`src/rtl/alu_pkg.sv`:
```
// Shared op codes, engine states and op-classification helpers for the
// EX-stage ALU with its iterative multiply/divide engine.
package alu_pkg;

  typedef enum logic [3:0] {
    OP_AND   = 4'd0,
    OP_OR    = 4'd1,
    OP_ADD   = 4'd2,
    OP_SLTU  = 4'd3,
    OP_MTHI  = 4'd4,
    OP_MTLO  = 4'd5,
    OP_SUB   = 4'd6,
    OP_SLT   = 4'd7,
    OP_MULT  = 4'd8,
    OP_MULTU = 4'd9,
    OP_DIV   = 4'd10,
    OP_DIVU  = 4'd11,
    OP_NOR   = 4'd12,
    OP_XOR   = 4'd13,
    OP_MFHI  = 4'd14,
    OP_MFLO  = 4'd15
  } alu_op_e;

  typedef enum logic {
    MD_IDLE = 1'b0,
    MD_CALC = 1'b1
  } md_state_e;

  function automatic logic is_md_op(input alu_op_e op);
    case (op)
      OP_MULT, OP_MULTU, OP_DIV, OP_DIVU: is_md_op = 1'b1;
      default:                            is_md_op = 1'b0;
    endcase
  endfunction

  function automatic logic is_signed_op(input alu_op_e op);
    case (op)
      OP_MULT, OP_DIV: is_signed_op = 1'b1;
      default:         is_signed_op = 1'b0;
    endcase
  endfunction

  function automatic logic is_div_op(input alu_op_e op);
    case (op)
      OP_DIV, OP_DIVU: is_div_op = 1'b1;
      default:         is_div_op = 1'b0;
    endcase
  endfunction

endpackage

```
`src/rtl/muldiv_unit.sv`:
```
// Iterative multiply/divide engine: one shift-add or restoring-divide bit per
// cycle on operand magnitudes, with sign correction applied to the last step.
module muldiv_unit
  import alu_pkg::*;
#(
  parameter int WIDTH = 32
) (
  input  logic             clk,
  input  logic             rst_n,
  input  logic             start,
  input  alu_op_e          op,
  input  logic [WIDTH-1:0] a,
  input  logic [WIDTH-1:0] b,
  output logic             busy,
  output logic             done,
  output logic             divzero,
  output logic             res_we,
  output logic [WIDTH-1:0] res_hi,
  output logic [WIDTH-1:0] res_lo
);

  localparam int CW = $clog2(WIDTH + 1);

  md_state_e          state_r, state_nx_s;
  logic [CW-1:0]      cnt_r, cnt_nx_s;
  logic [2*WIDTH-1:0] work_r, work_nx_s, step_s, prod_s;
  logic [WIDTH-1:0]   opnd_r, opnd_nx_s, a_raw_r, a_mag_s, b_mag_s, quo_s, rem_s;
  logic [WIDTH:0]     sum_s, trial_s;
  logic               is_div_r, neg_q_r, neg_r_r, dz_r;
  logic               busy_r, done_r, divzero_r, last_s, accept_s;

  assign accept_s = (state_r == MD_IDLE) && start;

  // Operand magnitudes for signed ops
  always_comb begin
    a_mag_s = a;
    b_mag_s = b;
    if (is_signed_op(op) && a[WIDTH-1]) a_mag_s = -a;
    else                                a_mag_s = a;
    if (is_signed_op(op) && b[WIDTH-1]) b_mag_s = -b;
    else                                b_mag_s = b;
  end

  // One iteration: work holds {hi,lo} for multiply, {rem,quo} for divide
  always_comb begin
    sum_s   = {1'b0, work_r[2*WIDTH-1:WIDTH]}
            + (work_r[0] ? {1'b0, opnd_r} : {(WIDTH+1){1'b0}});
    trial_s = {work_r[2*WIDTH-1:WIDTH], work_r[WIDTH-1]} - {1'b0, opnd_r};
    step_s  = work_r;
    if (!is_div_r)          step_s = {sum_s, work_r[WIDTH-1:1]};
    else if (!trial_s[WIDTH]) step_s = {trial_s[WIDTH-1:0], work_r[WIDTH-2:0], 1'b1};
    else                    step_s = {work_r[2*WIDTH-2:0], 1'b0};
  end

  // Sign correction and divide-by-zero override of the final step
  always_comb begin
    prod_s = step_s;
    quo_s  = step_s[WIDTH-1:0];
    rem_s  = step_s[2*WIDTH-1:WIDTH];
    res_hi = prod_s[2*WIDTH-1:WIDTH];
    res_lo = prod_s[WIDTH-1:0];
    if (neg_q_r) begin
      prod_s = -step_s;
      quo_s  = -step_s[WIDTH-1:0];
    end else begin
      prod_s = step_s;
      quo_s  = step_s[WIDTH-1:0];
    end
    if (neg_r_r) rem_s = -step_s[2*WIDTH-1:WIDTH];
    else         rem_s = step_s[2*WIDTH-1:WIDTH];
    if (!is_div_r) begin
      res_hi = prod_s[2*WIDTH-1:WIDTH];
      res_lo = prod_s[WIDTH-1:0];
    end else if (dz_r) begin
      res_hi = a_raw_r;
      res_lo = {WIDTH{1'b1}};
    end else begin
      res_hi = rem_s;
      res_lo = quo_s;
    end
  end

  // Engine FSM next-state and datapath load/iterate
  always_comb begin
    state_nx_s = state_r;
    cnt_nx_s   = cnt_r;
    work_nx_s  = work_r;
    opnd_nx_s  = opnd_r;
    last_s     = 1'b0;
    case (state_r)
      MD_IDLE: begin
        if (start) begin
          state_nx_s = MD_CALC;
          cnt_nx_s   = CW'(WIDTH);
          if (is_div_op(op)) begin
            work_nx_s = {{WIDTH{1'b0}}, a_mag_s};
            opnd_nx_s = b_mag_s;
          end else begin
            work_nx_s = {{WIDTH{1'b0}}, b_mag_s};
            opnd_nx_s = a_mag_s;
          end
        end else begin
          state_nx_s = MD_IDLE;
        end
      end
      MD_CALC: begin
        work_nx_s = step_s;
        if (cnt_r == CW'(1)) begin
          last_s     = 1'b1;
          state_nx_s = MD_IDLE;
          cnt_nx_s   = {CW{1'b0}};
        end else begin
          cnt_nx_s = cnt_r - CW'(1);
        end
      end
      default: state_nx_s = MD_IDLE;
    endcase
  end

  // Engine state, operands and status flops
  always_ff @(posedge clk or negedge rst_n) begin
    if (!rst_n) begin
      state_r   <= MD_IDLE;
      cnt_r     <= {CW{1'b0}};
      work_r    <= {(2*WIDTH){1'b0}};
      opnd_r    <= {WIDTH{1'b0}};
      a_raw_r   <= {WIDTH{1'b0}};
      is_div_r  <= 1'b0;
      neg_q_r   <= 1'b0;
      neg_r_r   <= 1'b0;
      dz_r      <= 1'b0;
      busy_r    <= 1'b0;
      done_r    <= 1'b0;
      divzero_r <= 1'b0;
    end else begin
      state_r   <= state_nx_s;
      cnt_r     <= cnt_nx_s;
      work_r    <= work_nx_s;
      opnd_r    <= opnd_nx_s;
      busy_r    <= (state_nx_s == MD_CALC);
      done_r    <= last_s;
      divzero_r <= last_s & dz_r;
      if (accept_s) begin
        a_raw_r  <= a;
        is_div_r <= is_div_op(op);
        neg_q_r  <= is_signed_op(op) & (a[WIDTH-1] ^ b[WIDTH-1]);
        neg_r_r  <= is_signed_op(op) & is_div_op(op) & a[WIDTH-1];
        dz_r     <= is_div_op(op) & (b == {WIDTH{1'b0}});
      end
    end
  end

  assign busy    = busy_r;
  assign done    = done_r;
  assign divzero = divzero_r;
  assign res_we  = last_s;

endmodule

```
`src/rtl/alu_muldiv.sv`:
```
// EX-stage ALU: combinational logic/arithmetic result mux plus architectural
// HI/LO registers written by MTHI/MTLO or by the multiply/divide engine.
module alu_muldiv
  import alu_pkg::*;
#(
  parameter int WIDTH = 32
) (
  input  logic             i_clk,
  input  logic             i_rst_n,
  input  logic             i_con_Start,
  input  logic [3:0]       i_con_AluCtrl,
  input  logic [WIDTH-1:0] i_data_A,
  input  logic [WIDTH-1:0] i_data_B,
  output logic [WIDTH-1:0] o_data_AluRes,
  output logic             o_con_Zero,
  output logic             o_con_Busy,
  output logic             o_con_Done,
  output logic             o_con_DivZero,
  output logic [WIDTH-1:0] o_data_Hi,
  output logic [WIDTH-1:0] o_data_Lo
);

  alu_op_e          op_s;
  logic             busy_s, res_we_s, md_start_s, mt_ok_s;
  logic [WIDTH-1:0] res_hi_s, res_lo_s, hi_r, lo_r, alu_res_s;

  assign op_s       = alu_op_e'(i_con_AluCtrl);
  assign md_start_s = i_con_Start & is_md_op(op_s);
  assign mt_ok_s    = i_con_Start & ~busy_s;

  muldiv_unit #(.WIDTH(WIDTH)) u_muldiv (
    .clk     (i_clk),
    .rst_n   (i_rst_n),
    .start   (md_start_s),
    .op      (op_s),
    .a       (i_data_A),
    .b       (i_data_B),
    .busy    (busy_s),
    .done    (o_con_Done),
    .divzero (o_con_DivZero),
    .res_we  (res_we_s),
    .res_hi  (res_hi_s),
    .res_lo  (res_lo_s)
  );

  // Combinational result mux; sequential codes read as zero
  always_comb begin
    alu_res_s = {WIDTH{1'b0}};
    case (op_s)
      OP_AND:  alu_res_s = i_data_A & i_data_B;
      OP_OR:   alu_res_s = i_data_A | i_data_B;
      OP_ADD:  alu_res_s = i_data_A + i_data_B;
      OP_SUB:  alu_res_s = i_data_A - i_data_B;
      OP_SLT:  alu_res_s = {{(WIDTH-1){1'b0}}, ($signed(i_data_A) < $signed(i_data_B))};
      OP_SLTU: alu_res_s = {{(WIDTH-1){1'b0}}, (i_data_A < i_data_B)};
      OP_NOR:  alu_res_s = ~(i_data_A | i_data_B);
      OP_XOR:  alu_res_s = i_data_A ^ i_data_B;
      OP_MFHI: alu_res_s = hi_r;
      OP_MFLO: alu_res_s = lo_r;
      default: alu_res_s = {WIDTH{1'b0}};
    endcase
  end

  // HI/LO write arbitration; engine writes only while busy, so MT* never collides
  always_ff @(posedge i_clk or negedge i_rst_n) begin
    if (!i_rst_n) begin
      hi_r <= {WIDTH{1'b0}};
      lo_r <= {WIDTH{1'b0}};
    end else if (res_we_s) begin
      hi_r <= res_hi_s;
      lo_r <= res_lo_s;
    end else if (mt_ok_s && (op_s == OP_MTHI)) begin
      hi_r <= i_data_A;
    end else if (mt_ok_s && (op_s == OP_MTLO)) begin
      lo_r <= i_data_A;
    end
  end

  assign o_data_AluRes = alu_res_s;
  assign o_con_Zero    = (alu_res_s == {WIDTH{1'b0}});
  assign o_con_Busy    = busy_s;
  assign o_data_Hi     = hi_r;
  assign o_data_Lo     = lo_r;

endmodule

```
`config.mk`:
```
export PLATFORM = sky130hd
export DESIGN_NAME = alu_muldiv
export DESIGN_NICKNAME = d
export VERILOG_FILES = /design/src/rtl/alu_pkg.sv /design/src/rtl/muldiv_unit.sv /design/src/rtl/alu_muldiv.sv
export SDC_FILE = /design/constraint.sdc
export NUM_CORES = 1
export LEC_CHECK = 0
export ABC_AREA = 1
export ABC_CLOCK_PERIOD_IN_PS = 5650
export BUFFER_PORTS_ARGS = -buffer_cell sky130_fd_sc_hd__buf_2
export CAP_MARGIN = 10
export CORE_MARGIN = 2
export CORE_UTILIZATION = 41
export DETAILED_ROUTE_END_ITERATION = 10
export PLACE_DENSITY = 0.7
export SLEW_MARGIN = 0
export SYNTH_ARGS = -nofsm -noshare
export SYNTH_HDL_FRONTEND = slang
export SYNTH_SLANG_ARGS = --single-unit
```
`constraint.sdc`:
```
create_clock -name i_clk -period 5.65 [get_ports i_clk]
set_clock_uncertainty 0.15 [all_clocks]
set_input_delay 1.13 -clock i_clk [delete_from_list [all_inputs] [get_ports i_clk]]
set_output_delay 1.13 -clock i_clk [all_outputs]
set_load 0.02 [all_outputs]
```
==> flow_summary_export.csv, run 1 <==
group,metric,value,unit
run_status,outcome,"finished, final reports clean",
pwr,powerDensity,386,nW/um2
pwr,totalPowerFinal,11300,uW
cells_and_area,finalNetCount,4831,
worst_setup_path,cp.arrival,4.16,ns
sta,holdWs,0.340,ns
floorplan,ios,171,
clock_network,cts_setup_buffers,0,
yosys,synth.area.top_cells,"dfrtp_1 20%, nand2_1 18%, inv_1 9.6%",
placement,gp_congestion,0.991,
yosys,yosysTopAreaCellShare,19.9,%
worst_setup_path,required,4.37,ns
clock_network,cts.hold.buffers_added,0,
floorplan,die_h,255,um
placement,port_buffers,170,
worst_setup_path,crit_chain,"buf_2 -> inv_1 -> ha_1 -> nand2_1 -> nor2_1 -> inv_1 -> nor2_1 -> inv_1 -> nor3_1 -> nand2_1 -> nand4_1 -> a21o_1 -> xor2_1 -> o211ai_1 -> nor2_1 -> nand2_1 -> nor2_2 -> nand2_2 -> nor2_1 -> buf_4",
worst_setup_path,crit_path_start_kind,"input port",
clock_network,cts-root-buf,"clkbuf_16",
global_routing,first_global_vias,28600,
pwr,leakage,0.0156,uW
clock_network,cts_buffers,22,
floorplan,num_rows,92,
drt,first_iter_violations,3582,
yosys,async_reset_ff_share,100,%
pwr,pwr-share-seq,17.7,%
drt,ant_nets,0,
global_routing,grt_pass1_wl,172000,um
yosys,synth_cells,4358,
yosys,synth_cell_types,67,
yosys,syn-cell-area,25800,um2
sta,setup_viol,0,
clock_network,cts_tree,"built",
floorplan,core_area,62600,um2
yosys,syn_avg_cell_area,5.93,um2
global_routing,grt_max_degree,86,
clock_network,clock_path_buffers,3,
clock_network,clkSinkCount,205,
flow_run,cap_violations,0,
pwr,comb_power_share,68.8,%
drt,avgViaCountPerCell,5.66,
sta,maxSlewHeadroom,26.6,%
worst_setup_path,crit_path_end_kind,"output port",
placement,dpl.cell_count,5412,
clock_network,clk_pin_slew,0.06,ns
yosys,synth_nets,4599,
cells_and_area,area_delta_synth_final,13.8,%
drt,drc_errors,0,
pwr,p_sw_share,56.6,%
global_routing,grt.total_usage,34.7,%
yosys,synth_area_leader_cell,"dfrtp_1",
worst_hold_path,hold_class,"register to register",
sta,maxSlewViolCount,0,
placement,hpwl,93900,um
worst_setup_path,rrSetupSlack,0.35,ns
worst_setup_path,worstSetupPathType,"input port to output port",
sta,setup_tns,0,ns
cells_and_area,drive_above_1_share,12.5,%
pwr,p_switching,6420,uW
pwr,p_int,4920,uW
drt,dr.pass1.iters,6,
drt,wire_per_inst,21.2,um
yosys,synth_enable_flop_cells,0,
sta,min_period,5.44,ns
worst_setup_path,slowest_delay,0.48,ns
pwr,peakVddDrop,0.000227,V
worst_setup_path,cp_slowest_cell,"ha_1",
yosys,yosysWarnings,0,
worst_setup_path,cp_max_fo,9,
drt,wl,116000,um
sta,hold_violations,0,
pwr,p_clk_share,13.4,%
floorplan,die-area,65000,um2
sta,post-route-period-util,96.3,%
clock_network,cts_resized,0,
cells_and_area,n_antenna_cell,0,
global_routing,grt_overflow,0,
drt,vias,30900,
sta,tightestPinTransition,1.10,ns
floorplan,start_util,41.2,%
global_routing,antenna_found_initial,0,
floorplan,die_w,255,um
cells_and_area,layout.cells.non_filler,5452,
yosys,synth_top_flop_cell,"dfrtp_1",
sta,max_freq,184,MHz
worst_setup_path,crit_path_frequent_cell,"nor2_1",
yosys,synth_seq_area_share,19.9,%
clock_network,clk_latency,0.54,ns
clock_network,h-tree-depth,1,
yosys,synth-seq-cells,205,
[placed cells by master (no fill, tap or decap), types with 9 or more instances in the layout]
cell / Yosys / final
dfrtp_1: 205 / 202
buf_4: 5 / 201
clkinv_1: 11 / 11
o211ai_1: 51 / 51
nor2_2: 23 / 31
nor3_1: 37 / 37
a221o_1: 9 / 9
nor2_1: 420 / 411
nand2_2: 41 / 45
inv_1: 658 / 655
o22ai_1: 88 / 88
or2_2: 9 / 9
o221ai_1: 37 / 37
a221oi_1: 9 / 9
o21ai_1: 31 / 32
a22oi_1: 10 / 10
a31oi_1: 14 / 14
nand3b_1: 10 / 10
o31ai_1: 11 / 10
inv_2: 16 / 19
buf_2: 16 / 168
o21bai_1: 9 / 9
ha_1: 166 / 164
xor2_1: 82 / 82
nand2_1: 1204 / 1200
clkbuf_16: 0 / 23
nand3_1: 335 / 335
nor4_1: 11 / 11
nand4_1: 36 / 36
o21ai_0: 305 / 303
a311oi_1: 21 / 21
a21oi_2: 3 / 9
a21oi_1: 225 / 219
[routing by layer]
| layer | global-route usage, % | routed length [um] | vias to the layer above |
|---|---|---|---|
| met4 | 15.9 | 6160 | 0 |
| met3 | 3.91 | 9540 | 269 |
| li1 | - | - | 14700 |
| met1 | 46.6 | 48700 | 14200 |
| met2 | 56.0 | 51200 | 1656 |
| met5 | 0 | 0 | - |
[cell type report]
cell class / count / area, um2
fillers: 6787 / 33200
flip-flops and latches: 205 / 5140
clock inverters: 12 / 105
inverters: 685 / 2570
well taps: 846 / 1060
multi-input cells: 3304 / 17500
repair buffers: 372 / 2400
clock buffers: 28 / 624
[worst max-delay path: cells and delay by family]
kind,cells,cell delay [ns]
AND/OR/NAND/NOR,11,1.50
XOR/XNOR,1,0.16
AO/OA/AOI/OAI,2,0.29
buffers and inverters,5,0.57
adder cells (fa/ha/maj),1,0.48
[metrics by stage]
| step | util (%) | setup slack, ns | area, um2 |
|---|---|---|---|
| after floorplan | - | 0.563 | 25800 |
| after global placement | 45.6 | 0.0958 | 28600 |
| after detailed placement | 45.6 | 0.0543 | 28600 |
| after CTS | 46.8 | 0.0386 | 29300 |
| after global routing | 46.9 | -0.0220 | 29400 |
| final | 46.9 | 0.207 | 29400 |
[power by group through the flow]
stage	registers (uW)	clock network, uW	logic (uW)
final	2010	1530	7810
after global routing	2030	1580	8630
after CTS	1990	1530	7640
after detailed placement	2020	0	7590
after global placement	2020	0	7560
after floorplan	1880	0	5510
[kinds of logic (layout without fill, tap and decap cells)]
family                     Yosys count  in the layout  synth area share, %
adders and majority gates          170            170                 8.35
muxes                                1              1               0.0533
AOI/OAI and AO/OA                  881            881                 20.5
DFF                                205            205                 19.9
and+or+nand+nor                   2162           2162                 35.4
buffers and inverters              849           1097                 12.8
xor gates and xnor gates            90             90                 3.05
[state kept, by name (all words and copies together) (netlist names)]
register and cells:
o_data_Hi 32, o_data_Lo 32, u_muldiv.a_raw_r 32, u_muldiv.cnt_r 6
u_muldiv.divzero 1, u_muldiv.done 1, u_muldiv.dz_r 1, u_muldiv.is_div_r 1
u_muldiv.neg_q_r 1, u_muldiv.neg_r_r 1, u_muldiv.opnd_r 32, u_muldiv.state_r 1
u_muldiv.work_r 64
[final timing paths]
path / start / endpoint / cells past startpoint
min in group asynchronous: i_rst_n / o_data_Hi[3]$_DFFE_PN0P_ / 1
worst min register to register: u_muldiv.a_raw_r[14]$_DFFE_PN0P_ / u_muldiv.a_raw_r[14]$_DFFE_PN0P_ / 2
worst max register to register: u_muldiv.work_r[31]$_DFFE_PN0P_ / o_data_Hi[26]$_DFFE_PN0P_ / 33
worst min-delay path: u_muldiv.a_raw_r[14]$_DFFE_PN0P_ / u_muldiv.a_raw_r[14]$_DFFE_PN0P_ / 2
worst max-delay path: i_data_B[17] / o_con_Zero / 20
max in group asynchronous: i_rst_n / o_data_Lo[17]$_DFFE_PN0P_ / 2
[synth_stat cells, drive strengths merged (14+ instances only)]
library cell  count
nand2          1253
nor3             40
o221ai           37
o21ai           348
ha              166
nor2            450
buf              40
nand3           344
o211ai           51
o22ai            88
nand4            37
a31oi            14
a21oi           230
clkbuf          124
xor2             82
inv             674
a311oi           21
dfrtp           205
(Power assumes the default switching activity.)
==> run 2, diff against run 1 <==
--- a/config.mk
+++ b/config.mk
@@ -9,10 +9,11 @@
 export ABC_CLOCK_PERIOD_IN_PS = 5650
 export BUFFER_PORTS_ARGS = -buffer_cell sky130_fd_sc_hd__buf_2
 export CAP_MARGIN = 10
-export CORE_MARGIN = 2
 export CORE_UTILIZATION = 41
 export DETAILED_ROUTE_END_ITERATION = 10
 export PLACE_DENSITY = 0.7
+export RECOVER_POWER = 100
+export SETUP_SLACK_MARGIN = 0.5
 export SLEW_MARGIN = 0
 export SYNTH_ARGS = -nofsm -noshare
 export SYNTH_HDL_FRONTEND = slang
==> flow_summary_export.csv, run 2 (synthesis results as in run 1) <==
group,metric,value,unit
drt,wire_per_inst,21.6,um
worst_setup_path,crit_path_start_kind,"input port",
placement,gp_congestion,1.03,
clock_network,clkSinkCount,205,
cells_and_area,regMostFlops,"u_muldiv.work_r",
drt,first_iter_violations,3831,
sta,min_period,5.43,ns
placement,hpwl,95300,um
floorplan,ios,171,
pwr,peakVddDrop,0.000220,V
cells_and_area,largest_reg_flops,64,
sta,max_freq,184,MHz
pwr,p_switching,6600,uW
global_routing,grt.total_usage,36.3,%
cells_and_area,n_antenna_cell,0,
cells_and_area,area_delta_synth_final,16.2,%
global_routing,grt_overflow,0,
sta,maxSlewHeadroom,-129,%
drt,drc_errors,0,
floorplan,die-area,64000,um2
clock_network,clk_latency,0.56,ns
pwr,pwr-share-seq,17.2,%
pwr,powerDensity,389,nW/um2
floorplan,core_area,61900,um2
pwr,p_int,5060,uW
global_routing,antenna_found_initial,0,
floorplan,num_rows,91,
flow_run,cap_violations,10,
global_routing,grt_pass1_wl,177000,um
sta,rsz0062_at_grt,"true",
drt,avgViaCountPerCell,5.71,
placement,port_buffers,170,
drt,ant_nets,0,
run_status,failed_checks,"max-capacitance violations, max-slew violations",
clock_network,h-tree-depth,1,
pwr,comb_power_share,69.0,%
worst_setup_path,crit_path_end_kind,"output port",
clock_network,cts_tree,"built",
sta,holdWs,0.340,ns
worst_setup_path,required,4.37,ns
sta,hold_violations,0,
global_routing,grt_max_degree,107,
drt,vias,31300,
cells_and_area,final_common_cell,"nand2_1",
pwr,p_sw_share,56.6,%
cells_and_area,finalNetCount,4870,
cells_and_area,drive_above_1_share,13.1,%
drt,dr.pass1.iters,6,
floorplan,die_h,253,um
pwr,leakage,0.0157,uW
clock_network,cts_buffers,23,
worst_setup_path,worstSetupPathType,"input port to output port",
sta,maxSlewViolCount,558,
floorplan,die_w,253,um
floorplan,start_util,41.7,%
worst_setup_path,cp_max_fo,11,
drt,wl,119000,um
sta,setup_tns,0,ns
sta,post-route-period-util,96.1,%
clock_network,clock_path_buffers,3,
run_status,outcome,"complete, but fails checks",
clock_network,cts-root-buf,"clkbuf_16",
cells_and_area,final_cell_mix,"1,188 x nand2_1, 638 x inv_1, 404 x nor2_1, 321 x nand3_1, 296 x o21ai_0",
pwr,p_clk_share,13.8,%
sta,tightestPinTransition,3.44,ns
worst_setup_path,cp.arrival,4.15,ns
worst_hold_path,hold_class,"register to register",
global_routing,first_global_vias,29500,
clock_network,clk_pin_slew,0.07,ns
sta,setup_viol,0,
run 2: cell count changes in the layout (fill, tap and decap cells not counted), sizes merged:
| cell | delta |
|---|---|
| clkbuf | +102 |
| buf | -66 |
| inv | +4 |
| clkinv | -2 |
| bufinv | +1 |
run 2: through the flow:
stage	utilization (%)	setup WS, ns	instance area (um2)	instances	total power, uW
after floorplan	-	0.563	25800	4358	7390
after global placement	46.3	-0.0434	28700	5412	9660
after detailed placement	46.3	-0.0247	28700	5412	9690
after CTS	48.0	0.299	29700	5464	11400
after global routing	48.4	0.103	30000	5482	12600
final	48.4	0.221	30000	5482	11700
run 2: layout make-up:
class                   instances  area, um2
fillers                      6719      31900
inverters                     685       2580
clock buffers                  26        607
multi-input cells            3304      17900
clock inverters                15        158
well taps                     837       1050
flip-flops and latches        205       5130
repair buffers                410       2590
run 2: worst paths after layout:
kind	startpoint	endpoint	slack (ns)	cells after the start
setup / recovery	i_con_AluCtrl[1]	o_con_Zero	0.22	15
hold / removal	u_muldiv.a_raw_r[11]$_DFFE_PN0P_	u_muldiv.a_raw_r[11]$_DFFE_PN0P_	0.34	2
setup reg to reg	u_muldiv.state_r$_DFF_PN0_	u_muldiv.work_r[29]$_DFFE_PN0P_	0.25	7
hold reg to reg	u_muldiv.a_raw_r[11]$_DFFE_PN0P_	u_muldiv.a_raw_r[11]$_DFFE_PN0P_	0.34	2
max in group asynchronous	i_rst_n	u_muldiv.is_div_r$_DFFE_PN0P_	1.18	2
min in group asynchronous	i_rst_n	o_data_Hi[1]$_DFFE_PN0P_	1.18	1
run 2: critical path, cell delays in order:
cell and delay (ns):
clkbuf_1 0.31, inv_1 0.16, nor2_1 0.30, nand2_1 0.16, nor2_1 0.44, clkinv_1 0.44
buf_4 0.34, a21oi_1 0.13, o21ai_0 0.10, nand3_1 0.14, nor4_1 0.08, and3_1 0.16
nand2_1 0.07, nor2_2 0.05, buf_6 0.12
run 2: what timing repair did:
| item | 4_1_cts | 5_1_grt |
|---|---|---|
| resized for setup | 68 | 118 |
| setup buffers | 11 | 18 |
| pin swaps | 34 | 47 |
| hold buffers | 0 | 0 |
| setup endpoints to repair | 16 | 24 |
run 2: power by group through the flow:
stage,registers [uW],clock network (uW),logic [uW]
3_5_place_dp,2010,0,7680
2_1_floorplan,1880,0,5510
6_report,2010,1610,8050
5_1_grt,2030,1650,8890
4_1_cts,1990,1610,7780
3_3_place_gp,2010,0,7640
run 2: routing by layer:
metal	global-route usage (%)	up-vias	routed length, um
met1	48.0	14600	49000
met3	4.22	281	9910
met5	0	-	0
li1	-	14800	-
met4	18.1	0	6650
met2	58.5	1656	53000
